**src/rtl/cache_mem_arbiter.sv**
```systemverilog
// cache_mem_arbiter: shares one burst memory port between icache line refills and dcache refills/writebacks.
// Optional macro ARB_ROUND_ROBIN_EN alternates the winner on simultaneous requests; otherwise the dcache wins ties.
module cache_mem_arbiter #(
    parameter int ADDR_W = 32,
    parameter int DATA_W = 32,
    parameter int BEATS  = 4
) (
    input  logic              clk,
    input  logic              reset,
    // icache request / response
    input  logic              ic_req_valid,
    output logic              ic_req_ready,
    input  logic [ADDR_W-1:0] ic_req_addr,
    output logic              ic_resp_valid,
    output logic [DATA_W-1:0] ic_resp_data,
    output logic              ic_resp_last,
    // dcache request / write data / response
    input  logic              dc_req_valid,
    output logic              dc_req_ready,
    input  logic              dc_req_rw,
    input  logic [ADDR_W-1:0] dc_req_addr,
    input  logic              dc_wdata_valid,
    output logic              dc_wdata_ready,
    input  logic [DATA_W-1:0] dc_wdata,
    output logic              dc_resp_valid,
    output logic [DATA_W-1:0] dc_resp_data,
    output logic              dc_resp_last,
    // backing memory
    output logic              mem_req_valid,
    input  logic              mem_req_ready,
    output logic              mem_req_rw,
    output logic [ADDR_W-1:0] mem_req_addr,
    output logic              mem_wdata_valid,
    input  logic              mem_wdata_ready,
    output logic [DATA_W-1:0] mem_wdata,
    input  logic              mem_resp_valid,
    input  logic [DATA_W-1:0] mem_resp_data,
    // status
    output logic              busy,
    output logic              grant,
    output logic              proto_err
);

    localparam int CNT_W      = (BEATS > 1) ? $clog2(BEATS) : 1;
    localparam int LINE_BYTES = BEATS * DATA_W / 8;
    localparam int OFF_W      = (LINE_BYTES > 1) ? $clog2(LINE_BYTES) : 0;
    localparam logic [ADDR_W-1:0] ADDR_MASK = ~((ADDR_W'(1) << OFF_W) - ADDR_W'(1));
    localparam logic [CNT_W-1:0]  LAST_CNT  = CNT_W'(BEATS - 1);

    typedef enum logic [1:0] {
        S_IDLE  = 2'd0,
        S_ISSUE = 2'd1,
        S_WDATA = 2'd2,
        S_RDATA = 2'd3
    } state_t;

    state_t            r_state;
    state_t            w_state_nxt;
    logic [CNT_W-1:0]  r_cnt;
    logic [CNT_W-1:0]  w_cnt_nxt;
    logic [CNT_W-1:0]  w_cnt_inc;
    logic [ADDR_W-1:0] r_addr;
    logic              r_rw;
    logic              r_grant;
    logic              r_proto_err;
    logic              w_pick_dc;
    logic              w_pick_ic;
    logic              w_accept;
    logic              w_cnt_last;

    // Handshakes: a transfer happens in a cycle where valid and ready are both 1; a valid
    // source holds its payload until then. Response beats have no ready and cannot stall.
`ifdef ARB_ROUND_ROBIN_EN
    logic r_last_grant;

    assign w_pick_dc = dc_req_valid && (!ic_req_valid || !r_last_grant);

    always_ff @(posedge clk) begin
        if (!reset) begin
            r_last_grant <= 1'b1;
        end else if (w_accept) begin
            r_last_grant <= w_pick_dc;
        end
    end
`else
    assign w_pick_dc = dc_req_valid;
`endif

    assign w_pick_ic  = ic_req_valid && !w_pick_dc;
    assign w_accept   = (r_state == S_IDLE) && (ic_req_valid || dc_req_valid);
    assign w_cnt_last = (r_cnt == LAST_CNT);
    assign w_cnt_inc  = w_cnt_last ? '0 : r_cnt + CNT_W'(1);

    assign busy      = (r_state != S_IDLE);
    assign grant     = r_grant;
    assign proto_err = r_proto_err;

    always_comb begin
        w_state_nxt     = r_state;
        w_cnt_nxt       = r_cnt;
        ic_req_ready    = 1'b0;
        dc_req_ready    = 1'b0;
        ic_resp_valid   = 1'b0;
        ic_resp_data    = '0;
        ic_resp_last    = 1'b0;
        dc_resp_valid   = 1'b0;
        dc_resp_data    = '0;
        dc_resp_last    = 1'b0;
        dc_wdata_ready  = 1'b0;
        mem_req_valid   = 1'b0;
        mem_req_rw      = 1'b0;
        mem_req_addr    = '0;
        mem_wdata_valid = 1'b0;
        mem_wdata       = '0;
        case (r_state)
            S_IDLE: begin
                ic_req_ready = w_pick_ic;
                dc_req_ready = w_pick_dc;
                if (w_accept) begin
                    w_state_nxt = S_ISSUE;
                end
            end
            S_ISSUE: begin
                mem_req_valid = 1'b1;
                mem_req_rw    = r_rw;
                mem_req_addr  = r_addr;
                if (mem_req_ready) begin
                    w_cnt_nxt   = '0;
                    w_state_nxt = r_rw ? S_WDATA : S_RDATA;
                end
            end
            S_WDATA: begin
                mem_wdata_valid = dc_wdata_valid;
                dc_wdata_ready  = mem_wdata_ready;
                mem_wdata       = dc_wdata;
                if (dc_wdata_valid && mem_wdata_ready) begin
                    w_cnt_nxt = w_cnt_inc;
                    if (w_cnt_last) begin
                        w_state_nxt = S_IDLE;
                    end
                end
            end
            S_RDATA: begin
                if (mem_resp_valid) begin
                    // Only the burst owner sees the beat; the other cache's valid stays low.
                    if (r_grant) begin
                        dc_resp_valid = 1'b1;
                        dc_resp_data  = mem_resp_data;
                        dc_resp_last  = w_cnt_last;
                    end else begin
                        ic_resp_valid = 1'b1;
                        ic_resp_data  = mem_resp_data;
                        ic_resp_last  = w_cnt_last;
                    end
                    w_cnt_nxt = w_cnt_inc;
                    if (w_cnt_last) begin
                        w_state_nxt = S_IDLE;
                    end
                end
            end
            default: begin
                w_state_nxt = S_IDLE;
            end
        endcase
    end

    always_ff @(posedge clk) begin
        if (!reset) begin
            r_state     <= S_IDLE;
            r_cnt       <= '0;
            r_addr      <= '0;
            r_rw        <= 1'b0;
            r_grant     <= 1'b0;
            r_proto_err <= 1'b0;
        end else begin
            r_state     <= w_state_nxt;
            r_cnt       <= w_cnt_nxt;
            r_proto_err <= r_proto_err | (mem_resp_valid && (r_state != S_RDATA));
            if (w_accept) begin
                // Bursts always start on a line boundary; the icache only ever reads.
                r_addr  <= (w_pick_dc ? dc_req_addr : ic_req_addr) & ADDR_MASK;
                r_rw    <= w_pick_dc & dc_req_rw;
                r_grant <= w_pick_dc;
            end
        end
    end

endmodule
```
**config.mk**
```make
export PLATFORM = sky130hd
export DESIGN_NAME = cache_mem_arbiter
export DESIGN_NICKNAME = d
export VERILOG_FILES = /design/src/rtl/cache_mem_arbiter.sv
export SDC_FILE = /design/constraint.sdc
export NUM_CORES = 1
export LEC_CHECK = 0
export CORE_AREA = 2 2 107 109
export CTS_BUF_LIST = sky130_fd_sc_hd__clkbuf_16
export CTS_CLUSTER_SIZE = 30
export DETAILED_ROUTE_END_ITERATION = 12
export DIE_AREA = 0 0 109 111
export PLACE_DENSITY = 0.74
export SLEW_MARGIN = 20
export SYNTH_ARGS = -nofsm -noshare
export SYNTH_HDL_FRONTEND = slang
export SYNTH_SLANG_ARGS = --single-unit
```
**constraint.sdc**
```tcl
create_clock -name clk -period 1.44 [get_ports clk]
set_clock_uncertainty 0.1 [all_clocks]
set_input_delay 0.432 -clock clk [delete_from_list [all_inputs] [get_ports clk]]
set_output_delay 0.432 -clock clk [all_outputs]
set_load 0.005 [all_outputs]
```
=== Word level (Yosys, flattened, before mapping) ===
Index checks and enable logic that the tools add are counted.

* Output and inout bits: 141
* Bits in registers: 35
* Input port bits: 137
* Word-level logic and storage cells: 68

* Equal/unequal tests: 9
* Reductions and logical operators: 11
* Muxes and demuxes: 39
* Bitwise gates (word level): 2
* Add/sub/neg operators: 1

{| class="wikitable"
|+ Operators with widths
! kind !! count
|-
| 32-bit 2-to-1 mux || 9
|-
| 1-bit 2-to-1 mux || 19
|-
| 2-bit 2-to-1 mux || 9
|-
| 2-bit != test (second input constant) || 5
|-
| 2-bit one-hot mux with 4 select lines || 1
|-
| 4-bit AND reduction || 2
|-
| 2-bit equality test (second input constant) || 3
|-
| 2-bit one-hot mux with 3 select lines || 1
|-
| 1-bit logical AND || 4
|-
| 3-bit nonzero test || 1
|-
| 2-bit by 1-bit adder with 2-bit output (second input constant) || 1
|-
| 2-bit by 1-bit equality test with 1-bit output (second input constant) || 1
|-
| 2-bit zero test || 1
|-
| 2-bit nonzero test || 1
|-
| 1-bit AND || 1
|-
| 1-bit zero test || 1
|-
| 1-bit logical OR || 1
|-
| 1-bit bitwise OR || 1
|}

=== Logic depth before layout (Yosys ltp) ===
Gate-level depths: netlist (run 1).

* Depth after elaboration: 4
* Mapped depth: 7
* Mapped depth without buffers: 4

=== Least setup slack after synthesis (run 1) ===
Ideal clock, no wire load.

* Path kind: flip-flop to output port
* From: register r_state[0]
* To: output port mem_wdata[10]
* Cell stages (with the launch flop): 5
* Setup slack: -146 ps
* Required time: 908 ps
* Buffers on the path: 2
* Data arrival time: 1054 ps
* Cells stage by stage: dfxtp_1 -> buf_4 -> and2b_1 -> clkbuf_1 -> and2_1

* Cells in the longest elaborated chain, start to end: 2

{| class="wikitable"
|+ RTL lines
! item !! RTL line !! RTL
|-
| start: declaration || 57 || <nowiki>state_t r_state;</nowiki>
|-
| start signal: assignment || 176 || <nowiki>r_state <= w_state_nxt;</nowiki>
|-
| 2-bit equality test || 115 || <nowiki>case (r_state)</nowiki>
|-
| 32-bit 2-to-1 mux || 115 ||
|-
| end: declaration || 35 || <nowiki>output logic [DATA_W-1:0] mem_wdata,</nowiki>
|}

Every way passes these cells.

=== Final worst setup path (run 1) ===
* From: register r_state[0]
* To: output port mem_req_addr[19]

* Cells in the longest elaborated chain, start to end: 2

{| class="wikitable"
|+ RTL lines
! item !! RTL line !! RTL
|-
| 2-bit by 1-bit equality test with 1-bit output || 115 ||
|-
| 32-bit 2-to-1 mux || 115 ||
|-
| end: declaration || 32 || <nowiki>output logic [ADDR_W-1:0] mem_req_addr,</nowiki>
|}

Every way passes these cells.

==> impl_metrics.yaml, run 1 <==
routing:
  ant_nets: 0
  via_per_inst: 4.593
  drc: 0
  drtIter0Drc: 115
  vias: 3748
  routed_wl_um: 15200
  dr.pass1.iters: 4
  routedWlPerCell_um: 18.63
power_and_ir_drop:
  peakVddDrop_mv: 0.5205
  p_per_area_nw_per_um2: 641.9
  power_leakage_nw: 3.650
global_route:
  grt.total_usage_pct: 21.13
  grt_pass1_wl_um: 20040
  grt_max_degree: 38
  first_global_vias: 3709
  grt_overflow: 0
  grt_antenna_before_repair: 2
yosys:
  ys_top_cells_by_count: "and2_1 (130), dfxtp_1 (35), mux2i_1 (30)"
  async_flop_share_pct: 0
  synth_top_area_share_pct: 29.71
  avgSynthCellArea_um2: 8.476
  synth_area_um2: 2738
  synthesis.instances: 323
  seq_area_frac_synth_pct: 25.59
  yosysWarningCount: 0
  ys.flop_type: "dfxtp_1"
  ys_types: 31
  ys_top_cells_by_area: "and2_1 (30%), dfxtp_1 (26%), mux2i_1 (11%), o211a_1 (10%), nand3_2 (4.0%)"
  yosysMostFrequentCell: "and2_1"
  synth-seq-cells: 35
  yosys.area.top_type: "and2_1"
  synth_edf_count: 0
setup_path:
  crit_family: "buffers and inverters"
  cp_cell_sequence: "nor2b_4, buf_12, buf_6, buf_6, buf_6, buf_6, and2_4, buf_6"
  cpMaxStageDelayCell: "dfxtp_4"
  start_kind: "register"
  required_ns: 0.91
  worstPathArrival_ns: 1.59
  cpPeakStageDelay_ns: 0.36
  crit_buf_inv: 6
  path_class: "reg -> out"
  end_kind: "primary output"
  cpMostUsedCell: "buf_6"
  cp_max_fo: 5
sta:
  post-route-min-period_ns: 2.126
  slew_viol_final: 0
  fin_crit_sh_pct: 147.7
  rsz0062_at_grt: "true"
  fmax_ghz: 0.4703
  setup_viol: 167
  holdWs_ns: 0.3863
  hold_viol: 0
  worst_slack_ns: -0.6865
run_status:
  status: "finished with violations"
  violations: "negative setup slack"
clocking:
  clock-sinks: 35
  cts-root-buf: "clkbuf_16"
  insertion_delay_ns: 0.28
  cts_buffer_depth: 2
  h-tree-depth: 2
  numCtsBuffers: 5
  cts_tree: "built"
  cts.clk_slew.worst_paths_ns: 0.06
floorplanning:
  core_area_um2: 11080
  rows: 39
  start_util_pct: 24.71
  die-area_um2: 12100
  die_h_um: 111
  die_x_um: 109
  ioPinCount: 278
layout:
  layout.nets: 808
  nFillCells: 832
  fin_util_pct: 66.40
  area_growth_pct: 168.6
  drive_gt1_share_pct: 59.76
placed_design:
  dpl.hpwl_um: 9414
  gp_congestion: 0.8466
  place_ws_ns: -1.190
  io_buffer_count: 265
job:
  maxCapViolCount: 0
hold_path:
  hold_class: "reg -> reg"
[power breakdown]
group / internal (mW) / switching, mW
clock: 0.991 / 0.422
sequential: 1.10 / 0.0802
combinational: 1.39 / 0.745
total: 3.47 / 1.25
[final cells by class]
type / count / area (µm²) / area share, %
timing repair buffer: 372 / 4075 / 55.41
multi-input combinational: 254 / 2183 / 29.69
clock buffer: 5 / 125.1 / 1.701
inverter: 2 / 10.01 / 0.1361
tap: 143 / 178.9 / 2.433
sequential: 35 / 709.4 / 9.646
antenna: 2 / 5.005 / 0.06805
clock inverter: 3 / 67.56 / 0.9187
[per-stage QoR]
step	power (mW)	std cells	TNS [ns]	cell area, µm²
6_report	4.721	816	-84.17	7355
5_1_grt	4.937	816	-92.48	7355
4_1_cts	4.503	796	-90.89	6798
3_5_place_dp	2.600	731	-130.98	5846
3_3_place_gp	2.570	731	-128.97	5846
2_1_floorplan	1.778	326	-6.136	2983
[worst reg2reg max path: stages, from the launching register on]
cell and delay (ns):
dfxtp_4 0.36, buf_4 0.14, buf_4 0.14, buf_6 0.12, nor2_8 0.09, buf_6 0.13
inv_4 0.04, buf_6 0.11, nor2_4 0.15, buf_4 0.14, buf_8 0.12, o211a_1 0.15
[flip-flops by register name (all words and copies together) (netlist names)]
register,count
r_rw,1
r_addr,28
r_state,2
r_cnt,2
proto_err,1
grant,1
[path summary, 6_finish.rpt]
kind / startpoint / to / slack (ns) / cells past startpoint
worst min-delay path: r_addr[18] / r_addr[18] / 0.39 / 1
worst max-delay path: r_state[0] / mem_req_addr[19] / -0.69 / 8
worst min register to register: r_addr[18] / r_addr[18] / 0.39 / 1
worst max register to register: r_state[0] / r_addr[18] / -0.41 / 11
[placed cells by master, fill, tap and decap left out, types with 2 or more instances in the layout]
cell             Yosys  final
diode_2              0      2
dfxtp_1             35     32
nand3_1             21     20
clkbuf_16            0     10
bufinv_16            0      2
clkbuf_2             0      3
buf_4                7     28
o211a_1             28     28
nor2_4               0      4
nor2_1               3      2
nor2b_1              3      2
conb_1               1      4
and2_1             130      9
clkdlybuf4s50_1      0    125
buf_12               0     14
nand2_1              5      4
buf_6                6    177
mux2i_1             30     30
buf_2               13     10
dlygate4sd2_1        0      2
and2_4               0    121
dfxtp_4              0      2
nand3_2             11     11
buf_8                0      7
a21boi_1             1      2
a21oi_1              3      3
[cell families (layout without fill, tap and decap cells)]
family                   count (synthesis)  count (layout)  synth area share (%)
AO/OA/AOI/OAI                           37              37                 12.39
adder cells (fa/ha/maj)                  1               1                0.4570
buffers and inverters                   37             382                 8.272
flip-flops                              35              35                 25.59
multiplexers                            30              30                 10.97
other                                    1               6                0.1370
AND/OR/NAND/NOR                        182             182                 42.19
[layer usage]
metal / vias up / global-route usage (%) / wire length (µm)
li1: 1774 / - / -
met1: 1758 / 21.60 / 5107
met2: 178 / 40.54 / 8438
met3: 38 / 4.938 / 1161
met4: 0 / 7.521 / 495
met5: - / 0 / 0
[what timing repair did]
item,CTS,global route
buffers inserted,49,30
gates cloned,9,7
setup endpoints to repair,168,167
resized for setup,526,276
hold buffers,0,0
pin swaps,24,45
No activity file was read; power rests on OpenSTA's default activity.
==> run 2, diff against run 1 <==
==> constraint.sdc (replaced) <==
create_clock -name clk -period 1.44 [get_ports clk]
set_clock_uncertainty 0.1 [all_clocks]
set_input_delay 0.216 -clock clk [delete_from_list [all_inputs] [get_ports clk]]
set_output_delay 0.216 -clock clk [all_outputs]
set_load 0.005 [all_outputs]
==> run 2 against run 1 <==
The run still ends with negative setup slack left. Sequential power about the same. Register-to-register slack better by 0.31 ns. Fmax up 10%. Total power down 14%. Final area down 5.4%. Count of clock-buffer cells in the layout unchanged. Clock power down 29%.
==> impl_metrics.yaml, run 2 (synthesis results as in run 1) <==
run_status:
  status: "finished with violations"
  violations: "negative setup slack"
setup_path:
  start_kind: "register"
  path_class: "reg -> out"
  startpoint: "r_state[0]"
  worstPathArrival_ns: 1.61
  cp_max_fo: 6
  end_kind: "primary output"
  reg2reg_from: "r_state[0]"
  required_ns: 1.12
layout:
  area_growth_pct: 154.1
  antenna-diode-count: 0
  mostFrequentLayoutCells: "buf_6 (138), clkdlybuf4s50_1 (126), and2_4 (112)"
  drive_gt1_share_pct: 55.63
  max_flop_register: "r_addr"
  final_common_cell: "buf_6"
  largest_reg_flops: 28
  top_regs: "r_addr (28), r_cnt (2), r_state (2)"
  layout.nets: 778
clocking:
  cts_buffer_depth: 2
  clock-sinks: 35
  cts_tree: "built"
  ctsHoldBuffers: 0
  numCtsBuffers: 5
  cts.clk_slew.worst_paths_ns: 0.05
  cts-root-buf: "clkbuf_16"
  insertion_delay_ns: 0.27
  h-tree-depth: 2
routing:
  wl_met1_um: 5378
  dr.pass1.iters: 6
  vias: 3579
  routed_wl_um: 14250
  route.met2.wl_um: 7566
  ant_nets: 0
  routed-wl-met3_um: 1094
  routed.top_layer: "met4"
  via_per_inst: 4.571
  drtIter0Drc: 148
  routedWlPerCell_um: 18.20
  drc: 0
hold_path:
  hold_class: "reg -> reg"
  hold_start: "proto_err"
sta:
  setup_viol: 165
  rsz0062_at_grt: "true"
  post-route-min-period_ns: 1.928
  holdWs_ns: 0.3878
  slew_viol_final: 0
  hold_viol: 0
  fin_crit_sh_pct: 133.9
  worst_slack_ns: -0.4877
  tns_ns: -47.10
  fmax_ghz: 0.5187
global_route:
  grt_pass1_wl_um: 18200
  grt_max_degree: 38
  grt.total_usage_pct: 19.21
  first_global_vias: 3411
  grt_overflow: 0
  grt_antenna_before_repair: 0
placed_design:
  dpl.hpwl_um: 9032
  io_buffer_count: 265
  gp_congestion: 0.8053
floorplanning:
  die_x_um: 109
  core_area_um2: 11080
  die-area_um2: 12100
  ioPinCount: 278
  rows: 39
  start_util_pct: 24.71
  die_h_um: 111
power_and_ir_drop:
  power_leakage_nw: 3.475
  peakVddDrop_mv: 0.5767
  p_per_area_nw_per_um2: 581.7
job:
  maxCapViolCount: 0
-- run 2: path summary, 6_finish.rpt --
kind	slack [ns]	end	cells after the start
worst max-delay path	-0.49	ic_resp_data[14]	9
worst min-delay path	0.39	proto_err	2
worst max register to register	-0.10	r_addr[27]	8
worst min register to register	0.39	proto_err	2
-- run 2: worst max-delay path, stage by stage, from the launching register on --
cell and delay, ns:
dfxtp_4 0.37, nand3_4 0.10, buf_6 0.13, nor2_4 0.09, buf_6 0.13, buf_16 0.10
buf_6 0.09, buf_8 0.10, and2_4 0.13, buf_6 0.09
-- run 2: final cells by class --
type	instances	area, µm²
clock buffers	5	125.1
clock inverters	2	8.758
fillers	904	4121
inverters	2	10.01
multi-input cells	254	2148
flip-flops and latches	35	711.9
well taps	143	178.9
repair buffers	342	3772
-- run 2: through the flow --
stage / setup WS, ns / power, mW / area (µm²) / instances / utilization (%)
detailed placement: -0.7161 / 2.569 / 5647 / 724 / 50.98
global route: -0.5555 / 4.255 / 6955 / 783 / 62.79
floorplan: 0.07042 / 1.737 / 2749 / 326 / -
global placement: -0.7032 / 2.542 / 5647 / 724 / 50.98
CTS: -0.5499 / 3.743 / 6334 / 762 / 57.18
finish: -0.4877 / 4.046 / 6955 / 783 / 62.79
-- run 2: what timing repair did --
| action | in CTS | in global routing |
|---|---|---|
| resized for setup | 480 | 330 |
| setup buffers | 24 | 16 |
| pin swaps | 37 | 59 |
| gates cloned | 7 | 11 |
| setup endpoints to repair | 167 | 168 |
| endpoints found under the hold margin | 0 | 0 |
-- run 2: power breakdown --
part / switching (mW) / total, mW / internal (mW)
Sequential: 0.0736 / 1.17 / 1.10
Clock: 0.376 / 0.996 / 0.621
Combinational: 0.679 / 1.88 / 1.20
Total: 1.13 / 4.05 / 2.92
-- run 2: metal layers --
layer	global-route usage [%]	up-vias
met2	34.91	160
met5	0	-
met3	5.703	14
li1	-	1711
met4	5.043	0
met1	21.35	1694
